### src/rtl/fifo_ctrl.sv
// Pointer and flag controller for a first-word-fall-through circular FIFO.
// Drives the register file's write strobe and addresses; storage contents are never cleared here.
module fifo_ctrl #(
    parameter int address_width       = 3,
    parameter int almost_full_margin  = 1,
    parameter int almost_empty_margin = 1
) (
    input  logic                     clk,
    input  logic                     reset,
    input  logic                     wr,
    input  logic                     rd,
    output logic                     w_en,
    output logic [address_width-1:0] write_address,
    output logic [address_width-1:0] read_address,
    output logic                     full,
    output logic                     empty,
    output logic                     almost_full,
    output logic                     almost_empty,
    output logic [address_width:0]   count,
    output logic                     overflow,
    output logic                     underflow
);

    localparam int aw    = address_width;
    localparam int cw    = address_width + 1;
    localparam int depth = 2 ** address_width;

    localparam logic [cw-1:0] almost_full_level  = cw'(depth - almost_full_margin);
    localparam logic [cw-1:0] almost_empty_level = cw'(almost_empty_margin);
    localparam logic [cw-1:0] last_free_level    = cw'(depth - 1);

    logic [aw-1:0] wr_ptr_q, wr_ptr_d;
    logic [aw-1:0] rd_ptr_q, rd_ptr_d;
    logic [cw-1:0] count_q,  count_d;
    logic          full_q,   full_d;
    logic          empty_q,  empty_d;
    logic          overflow_q, overflow_d;
    logic          underflow_q, underflow_d;

    logic push_ok;
    logic pop_ok;

    // Requests are qualified against the registered flags only, so a pop never frees a slot
    // for a push in the same cycle.
    assign push_ok = wr & ~full_q;
    assign pop_ok  = rd & ~empty_q;

    always_comb begin
        // NOTE: every output of this block gets a default first so no path infers a latch.
        wr_ptr_d    = wr_ptr_q;
        rd_ptr_d    = rd_ptr_q;
        count_d     = count_q;
        full_d      = full_q;
        empty_d     = empty_q;
        overflow_d  = overflow_q | (wr & full_q);
        underflow_d = underflow_q | (rd & empty_q);

        if (push_ok) begin
            wr_ptr_d = wr_ptr_q + aw'(1);
        end
        if (pop_ok) begin
            rd_ptr_d = rd_ptr_q + aw'(1);
        end

        unique case ({push_ok, pop_ok})
            2'b10: begin
                count_d = count_q + cw'(1);
                empty_d = 1'b0;
                full_d  = (count_q == last_free_level);
            end
            2'b01: begin
                count_d = count_q - cw'(1);
                full_d  = 1'b0;
                empty_d = (count_q == cw'(1));
            end
            default: begin
                // Idle or balanced push+pop: occupancy and fill flags hold.
            end
        endcase
    end

    always_ff @(posedge clk) begin
        // NOTE: state registers use non-blocking assignments so every flop samples pre-edge values.
        if (reset) begin
            wr_ptr_q    <= '0;
            rd_ptr_q    <= '0;
            count_q     <= '0;
            full_q      <= 1'b0;
            empty_q     <= 1'b1;
            overflow_q  <= 1'b0;
            underflow_q <= 1'b0;
        end else begin
            wr_ptr_q    <= wr_ptr_d;
            rd_ptr_q    <= rd_ptr_d;
            count_q     <= count_d;
            full_q      <= full_d;
            empty_q     <= empty_d;
            overflow_q  <= overflow_d;
            underflow_q <= underflow_d;
        end
    end

    assign w_en          = push_ok;
    assign write_address = wr_ptr_q;
    assign read_address  = rd_ptr_q;
    assign count         = count_q;
    assign full          = full_q;
    assign empty         = empty_q;
    assign overflow      = overflow_q;
    assign underflow     = underflow_q;

    // Thresholds decode straight off the registered count, adding no latency.
    assign almost_full  = (count_q >= almost_full_level);
    assign almost_empty = (count_q <= almost_empty_level);

endmodule

### config.mk
export PLATFORM = sky130hd
export DESIGN_NAME = fifo_ctrl
export DESIGN_NICKNAME = d
export VERILOG_FILES = /design/src/rtl/fifo_ctrl.sv
export SDC_FILE = /design/constraint.sdc
export NUM_CORES = 1
export LEC_CHECK = 0
export CAP_MARGIN = 20
export CORE_MARGIN = 1.5
export CORE_UTILIZATION = 47
export DETAILED_ROUTE_END_ITERATION = 16
export PLACE_DENSITY = 0.8
export SYNTH_ARGS = -nofsm -noshare
export SYNTH_HDL_FRONTEND = slang
export SYNTH_SLANG_ARGS = --single-unit
### constraint.sdc
create_clock -name clk -period 3.5 [get_ports clk]
set_input_delay 0.7 -clock clk [delete_from_list [all_inputs] [get_ports clk]]
set_output_delay 0.7 -clock clk [all_outputs]
set_load 0.005 [all_outputs]
# --- Word level (Yosys, flattened, before mapping) ---
# Cells that the tools add are included.
word_totals:
  reg_bits: 14
  inputBits: 4
  output_inout_bits: 17
  word_cells: 29
classes:
  addsub: 4
  magnitude_cmp: 2
  n_eq_ne: 4
  muxes: 3
  n_bitwise: 8
  reduce_logical: 1
ops:
  columns: ["op", "count"]
  rows:
  - ["case mux 4 bit (2 select lines)", 1]
  - ["adder 3 x 1 -> 3 bit, second input constant", 2]
  - ["adder 4 x 1 -> 4 bit, second input constant", 1]
  - ["AND 1 bit", 4]
  - ["== test 4 x 1 -> 1 bit, second input constant", 1]
  - ["== test 4 x 3 -> 1 bit, second input constant", 1]
  - ["greater-or-equal comparator 4 x 3 -> 1 bit, second input constant", 1]
  - ["<= comparator 4 x 1 -> 1 bit, second input constant", 1]
  - ["case mux 1 bit (2 select lines)", 2]
  - ["subtractor 4 x 1 -> 4 bit, second input constant", 1]
  - ["== test 2 x 1 -> 1 bit, second input constant", 1]
  - ["== test 2 bit, second input constant", 1]
  - ["inverter 1 bit", 2]
  - ["OR 1 bit", 2]
  - ["nonzero test 2 bit", 1]

# --- Depth between registers and ports, before layout ---
# Gate-level depths: netlist (run 1).
depth:
  depth_word: 4
  ltp_mapped: 7
  mapped_depth_nobuf: 6

# --- Worst setup path after synthesis (run 1) ---
# No wires, ideal clock.
synth_timing:
  path_type: "input to register"
  from: "in rd"
  to: "reg count_q[3], in the netlist count[3]"
  setup_time_ps: 123
  arrival_time_ps: 2197
  t_required_ps: 3377
  setup_slack_ps: 1179
  path_stages: 5
  path_buffers: 0
  cell_sequence: "nor2b_1 -> ha_1 -> or4b_1 -> a21oi_2 -> mux2_1"
synth_via:
  elab_chain_len: 3
  word_cells_on_any_way: 5
  cone_classes: "eq/ne (2); mux (1); bitwise (1); reduce/logical (1)"
synth_rtl:
  columns: ["element", "line", "rtl"]
  rows:
  - ["start: declaration", "11", "input logic rd,"]
  - ["AND 1 bit *", "46", "assign pop_ok = rd & ~empty_q;"]
  - ["== test 2 x 1 -> 1 bit or == test 2 bit (tied branches)", "65", "unique case ({push_ok, pop_ok})"]
  - ["case mux 4 bit (2 select lines) or nonzero test 2 bit (tied branches)", null, null]
  - ["end signal: assignment", "95", "count_q <= count_d;"]
  - ["end: declaration", "34", "logic [cw-1:0] count_q, count_d;"]
# Mark *: on every way between the ends. The rest lies on a longest branch, timed or not.
# A chain may end at the register's enable or synchronous reset.

# --- Final worst setup path (run 1) ---
layout_timing:
  from: "in wr"
  to: "out w_en"
layout_via:
  elab_chain_len: 1
layout_rtl:
  columns: ["element", "line", "rtl"]
  rows:
  - ["start: declaration", "10", "input logic wr,"]
  - ["AND 1 bit", "45", "assign push_ok = wr & ~full_q;"]
  - ["end: declaration", "12", "output logic w_en,"]
# No other way between the ends.

==> results of run 1 <==
==> metal layers <==
layer  track usage, %  vias up  part of all wire (%)
met5                0        -                     0
met4             5.00        0                     0
met1             20.5      246                    48
li1                 -      294                     -
met2             27.7       13                    46
met3             8.15        0                   6.5
==> power by group <==
group | internal [W] | switching, W
combinational | 0.0000491 | 0.0000342
clock | 0.0000633 | 0.0000485
sequential | 0.000170 | 0.0000128
==> cell usage in the layout (no fill, tap or decap), types with 4 or more instances in the layout <==
cell type / synthesis / routed
a21oi_1: 6 / 6
inv_1: 4 / 4
ha_1: 7 / 7
nor2_1: 12 / 12
clkdlybuf4s50_1: 0 / 20
dfxtp_1: 14 / 14
==> state kept, by name, summed over array words and instances (netlist names) <==
register / flops
full: 1
read_address: 3
write_address: 3
empty: 1
count: 4
overflow: 1
underflow: 1
==> layout make-up <==
type                            instances  area (um2)
Inverter                                4        15.0
Sequential cell                        14         280
Clock buffer                            4        36.3
Fill cell                              91         392
Tap cell                               15        18.8
Multi-Input combinational cell         54         375
Timing Repair Buffer                   20         200
==> how the worst min path moves through the flow <==
stage	slack (ps)	startpoint	endpoint	depth (start not counted)
after floorplan	460	overflow	overflow	2
after global placement	450	overflow	overflow	2
after detailed placement	460	overflow	overflow	2
after CTS	480	overflow	overflow	2
after global routing	500	underflow	underflow	2
final	470	overflow	overflow	2
==> worst max-delay path: stages <==
cell	delay [ps]
clkdlybuf4s50_1	500
nor2b_1	340
clkdlybuf4s50_1	570
==> stage by stage <==
step	util, %	instances	setup slack (ps)
after global placement	67.5	107	597
final	70.3	111	694
after detailed placement	67.5	107	531
after global routing	70.3	111	606
after floorplan	-	74	1180
after CTS	70.3	111	670
==> logic make-up after synthesis <==
family | count (synthesis) | synth area share (%)
flops | 14 | 41.3
compound gates | 12 | 10.1
buf+inv | 6 | 3.50
xor+xnor | 5 | 6.45
simple gates | 26 | 19.7
fa+ha+maj | 7 | 12.9
mux | 4 | 6.08
==> results by group, run 1 <==
CTS
  • TritonCTS Buffers: 3
  • PostCTS Resize Cnt: 0
  • # hold bufs at CTS: 0
  • Clock Sinks: 14
  • Bufs on Longest Clock Path: 2
  • Post-CTS Setup Inserts: 0
  • H-tree Lvls: 1
  • CTS tree: done
  • CTS root buf: clkbuf_4
  • Worst-path clk slew: 80 ps
  • Clock Latency Late Sink: 280 ps

Setup path
  • Crit start category: input port
  • Arr. time, crit path: about 2100 ps
  • Crit path capture type: primary output
  • CP max FO: 4
  • Critical path class: input port to primary output
  • Reg2Reg Launch Point: empty
  • Reg2reg path depth: 5
  • Critical Path Start: wr
  • RR Endpoint: count[3]
  • CP required: 2800 ps
  • Capture point of the worst path: w_en
  • R2r setup slk: 1420 ps

STA
  • Finish-stage setup viols: 0
  • Relative slew slack: 64.7%
  • Worst Hold Slack: 471 ps
  • Max Slew Vio Count: 0
  • Period utilization: 80.2%
  • Post-Route Setup TNS: 0 ps
  • RSZ-0062 raised after global routing: false
  • Clock skew: approximately 6.4 ps
  • Tightest Pin Transition: roughly 530 ps
  • Final hold vios: 0
  • Peak Freq: 356 MHz
  • Min cycle time layout: 2810 ps

Global routing
  • First-pass GRT wire length: between 1.5 and 2 mm
  • GRT overflow: 0
  • Vias in the first global route: 443
  • Largest net degree at the start of global routing: 16
  • All-Layer GR Usage: roughly 17%
  • Antenna violations before repair: 0

Layout
  • Net count, final: 108
  • Fin area: 926 um2
  • Layout cells sized above 1: between 5 and 6%
  • Synthesis-to-finish area growth: 36.3%
  • Diodes inserted: 0

Routing
  • Final routed DRC violation total: 0
  • DR vias: 553
  • Drt pass-1 iters: 4
  • Detail Route Antenna Nets: 0
  • Violation count after the first detailed-route iteration: 7
  • DR vias/cell: around 5
  • Final WL: 1.21 mm
  • Avg WL per Cell: 10.9 um

Status
  • Status: complete, no violations

Place
  • Placed Area: 890 um2
  • DP Wirelength: 908 um
  • # port buffers: 20
  • RD Place Congestion: 0.758

Synthesis
  • Mapped Nets: 85
  • Yosys warns: 0
  • Post-Syn Area: 679 um2
  • Flops & latches, synth: 14
  • Most frequent cells after synthesis: dfxtp_1, nor2_1, ha_1
  • Gate Count Post-Synth: 74
  • EDFF count, synth: 0
  • Synth unique cells: 24
  • Area leader, netlist: dfxtp_1
  • Top post-synthesis cells by area: dfxtp_1, ha_1, nor2_1, a21oi_1, mux2i_1
  • Ys async rst share: 0%
  • Count leader, synth: dfxtp_1
  • Avg Cell Area, Syn: 9.18 um2
  • Proportion of synthesized chip area in sequential cells: 41.3%
  • Area share of the largest cell type after synthesis: 41.3%
  • Synth Flop Type: dfxtp_1

Floorplan
  • Starting Density: approximately 52%
  • Core Box Area: ~0.0013 mm2
  • FP Rows: 13
  • Chip width: 41.0 um
  • Die area: approximately 0.0017 mm2
  • Die height: 41.0 um
  • Top Ports: 21

Power and ir drop
  • Static leakage: 0.372 nW
  • Pwr Total: 0.000378 W
  • Max VDD drop: 0.319 mV
  • Pwr/cell area: 408 mW/mm2

Job
  • Max_cap viols: 0

Min path
  • Hold crit path type: flip-flop to flip-flop
(Power assumes the default switching activity.)
==> inputs of run 2 (changes only) <==
- CORE_UTILIZATION: 47 -> 44
- PLACE_DENSITY: 0.8 -> 0.76
- clock period: 3.5 -> 2.6 ns (I/O delays scaled with it)
==> run 2 against run 1 <==
Net effect: clock skew decreased by 4.6 ps; global-route usage decreased by 0.74 points; setup slack got worse by 440 ps; sequential cell count unchanged; via count increased by 7.4%; core utilization decreased by 1.3 points; clock power about the same; sequential share of layout area decreased by 0.52 points; sequential power increased by 34%; critical path depth increased by 1; die area increased by 6.3%; critical path type unchanged.
==> results by group, run 2 (synthesis gave the netlist of run 1 again) <==
Status
  • Status: complete, no violations

Global routing
  • All-Layer GR Usage: 16.6%
  • Largest net degree at the start of global routing: 16
  • Vias in the first global route: 532
  • GRT overflow: 0
  • Antenna violations before repair: 0
  • First-pass GRT wire length: 2.26 mm

Min path
  • Hold crit path type: flip-flop to flip-flop
  • HP Start: overflow

Floorplan
  • Starting Density: 49.7%
  • Core Box Area: 0.00137 mm2
  • Chip width: between 40 and 50 um
  • Die height: 42.3 um
  • Die area: 0.00179 mm2
  • Top Ports: 21
  • FP Rows: 13

STA
  • Setup ws final: between 200 and 300 ps
  • Relative slew slack: 62.9%
  • Clock skew: 1.81 ps
  • Peak Freq: 427 MHz
  • Tightest Pin Transition: 554 ps
  • Finish-stage setup viols: 0
  • Min cycle time layout: between 2000 and 2500 ps
  • RSZ-0062 raised after global routing: false
  • Post-Route Setup TNS: 0 ps
  • Period utilization: 90.1%
  • Final hold vios: 0
  • Max Slew Vio Count: 0

Job
  • Max_cap viols: 0

Routing
  • DR vias/cell: 5.21
  • Final routed DRC violation total: 0
  • Final WL: 1.36 mm
  • Avg WL per Cell: between 10 and 15 um
  • Violation count after the first detailed-route iteration: 16
  • DR vias: slightly below 600
  • Drt pass-1 iters: 4
  • Detail Route Antenna Nets: 0

Layout
  • Finished Layout Cells: 114
  • Diodes inserted: 0
  • Max reg flops: 4
  • Net count, final: 112
  • Final Util: between 60% and 70%
  • Layout cells sized above 1: 8.08%
  • Synthesis-to-finish area growth: 38.7%
  • Most frequent cells in the layout: clkdlybuf4s50_1, dfxtp_1, nor2_1
  • Commonest non-fill, non-tap cell in the layout: clkdlybuf4s50_1

Power and ir drop
  • Switching power: roughly 0.00013 W
  • Static leakage: 0.385 nW
  • Pint: 0.000353 W
  • Pwr/cell area: 509 mW/mm2
  • Clock network fraction of total power: 23.7%
  • Sequential Power Share: 51.3%
  • Comb pwr share: 25.0%
  • Sw frac: 26.4%
  • Max VDD drop: 0.290 mV

Place
  • DP Wirelength: 1.04 mm
  • RD Place Congestion: 0.775
  • Post-placement cell count: 111
  • Worst slack, placed: ~69 ps
  • # port buffers: 20

CTS
  • Post-CTS Setup Inserts: 0
  • H-tree Lvls: 1
  • # hold bufs at CTS: 0
  • Clock Latency Late Sink: approximately 260 ps
  • PostCTS Resize Cnt: 0
  • Clock Sinks: 14
  • Worst-path clk slew: 80 ps
  • Bufs on Longest Clock Path: 2
  • TritonCTS Buffers: 3
  • CTS tree: done
  • CTS root buf: clkbuf_4

Setup path
  • Critical Path Start: wr
  • CP required: 2080 ps
  • CP max FO: 3
  • Critical path class: input port to primary output
  • Crit path capture type: primary output
  • Reg2Reg Launch Point: full
  • Crit start category: input port
  • Arr. time, crit path: about 1800 ps
-- run 2: changes by cell type in the layout (fill, tap and decap cells not counted) --
cell | before | now
clkbuf_8 | 1 | 0
buf_4 | 0 | 4
-- run 2: final timing paths --
| check | endpoint | slack [ps] | cells after the start |
|---|---|---|---|
| hold reg to reg | overflow | 470 | 2 |
| setup reg to reg | count[3] | 750 | 6 |
| hold / removal | overflow | 470 | 2 |
| setup / recovery | w_en | 260 | 4 |
-- run 2: area by class of cell --
type / count / area, um2
fillers: 118 / 424
clock buffers: 3 / 22.5
well taps: 15 / 18.8
flip-flops and latches: 14 / 280
multi-input cells: 54 / 375
inverters: 4 / 15.0
repair buffers: 24 / 230
-- run 2: metrics by stage --
step                      area (um2)  total power (W)  hold slack [ps]
after CTS                        942         0.000490              477
after global routing             942         0.000515              502
after global placement           920         0.000366              451
final                            942         0.000480              470
after detailed placement         920         0.000371              456
after floorplan                  679         0.000307              460
-- run 2: routing by layer --
metal | share of wire [%] | GRT usage (%) | wire length, um | vias to the layer above
met5 | 0 | 0 | 0 | -
met3 | 4.0 | 3.02 | 54 | 4
li1 | - | - | - | 303
met2 | 48 | 27.4 | 651 | 23
met4 | 2.5 | 9.38 | 34 | 0
met1 | 45 | 20.2 | 616 | 264
-- run 2: critical path, stage by stage --
cell	delay (ps)
clkdlybuf4s50_1	500
nor2b_1	170
buf_4	150
clkdlybuf4s50_1	490
-- run 2: power groups by stage --
stage | combinational [W] | sequential [W] | clock (W)
final | 0.000120 | 0.000246 | 0.000114
after global placement | 0.000116 | 0.000250 | 0
after floorplan | 0.0000574 | 0.000249 | 0
after CTS | 0.000121 | 0.000246 | 0.000123
after global routing | 0.000135 | 0.000249 | 0.000132
after detailed placement | 0.000120 | 0.000251 | 0
==> inputs of run 3 (changes only) <==
- TNS_END_PERCENT: not set -> 1
==> results of run 3 <==
Final layout, timing and power as in run 2 (identical DEF).
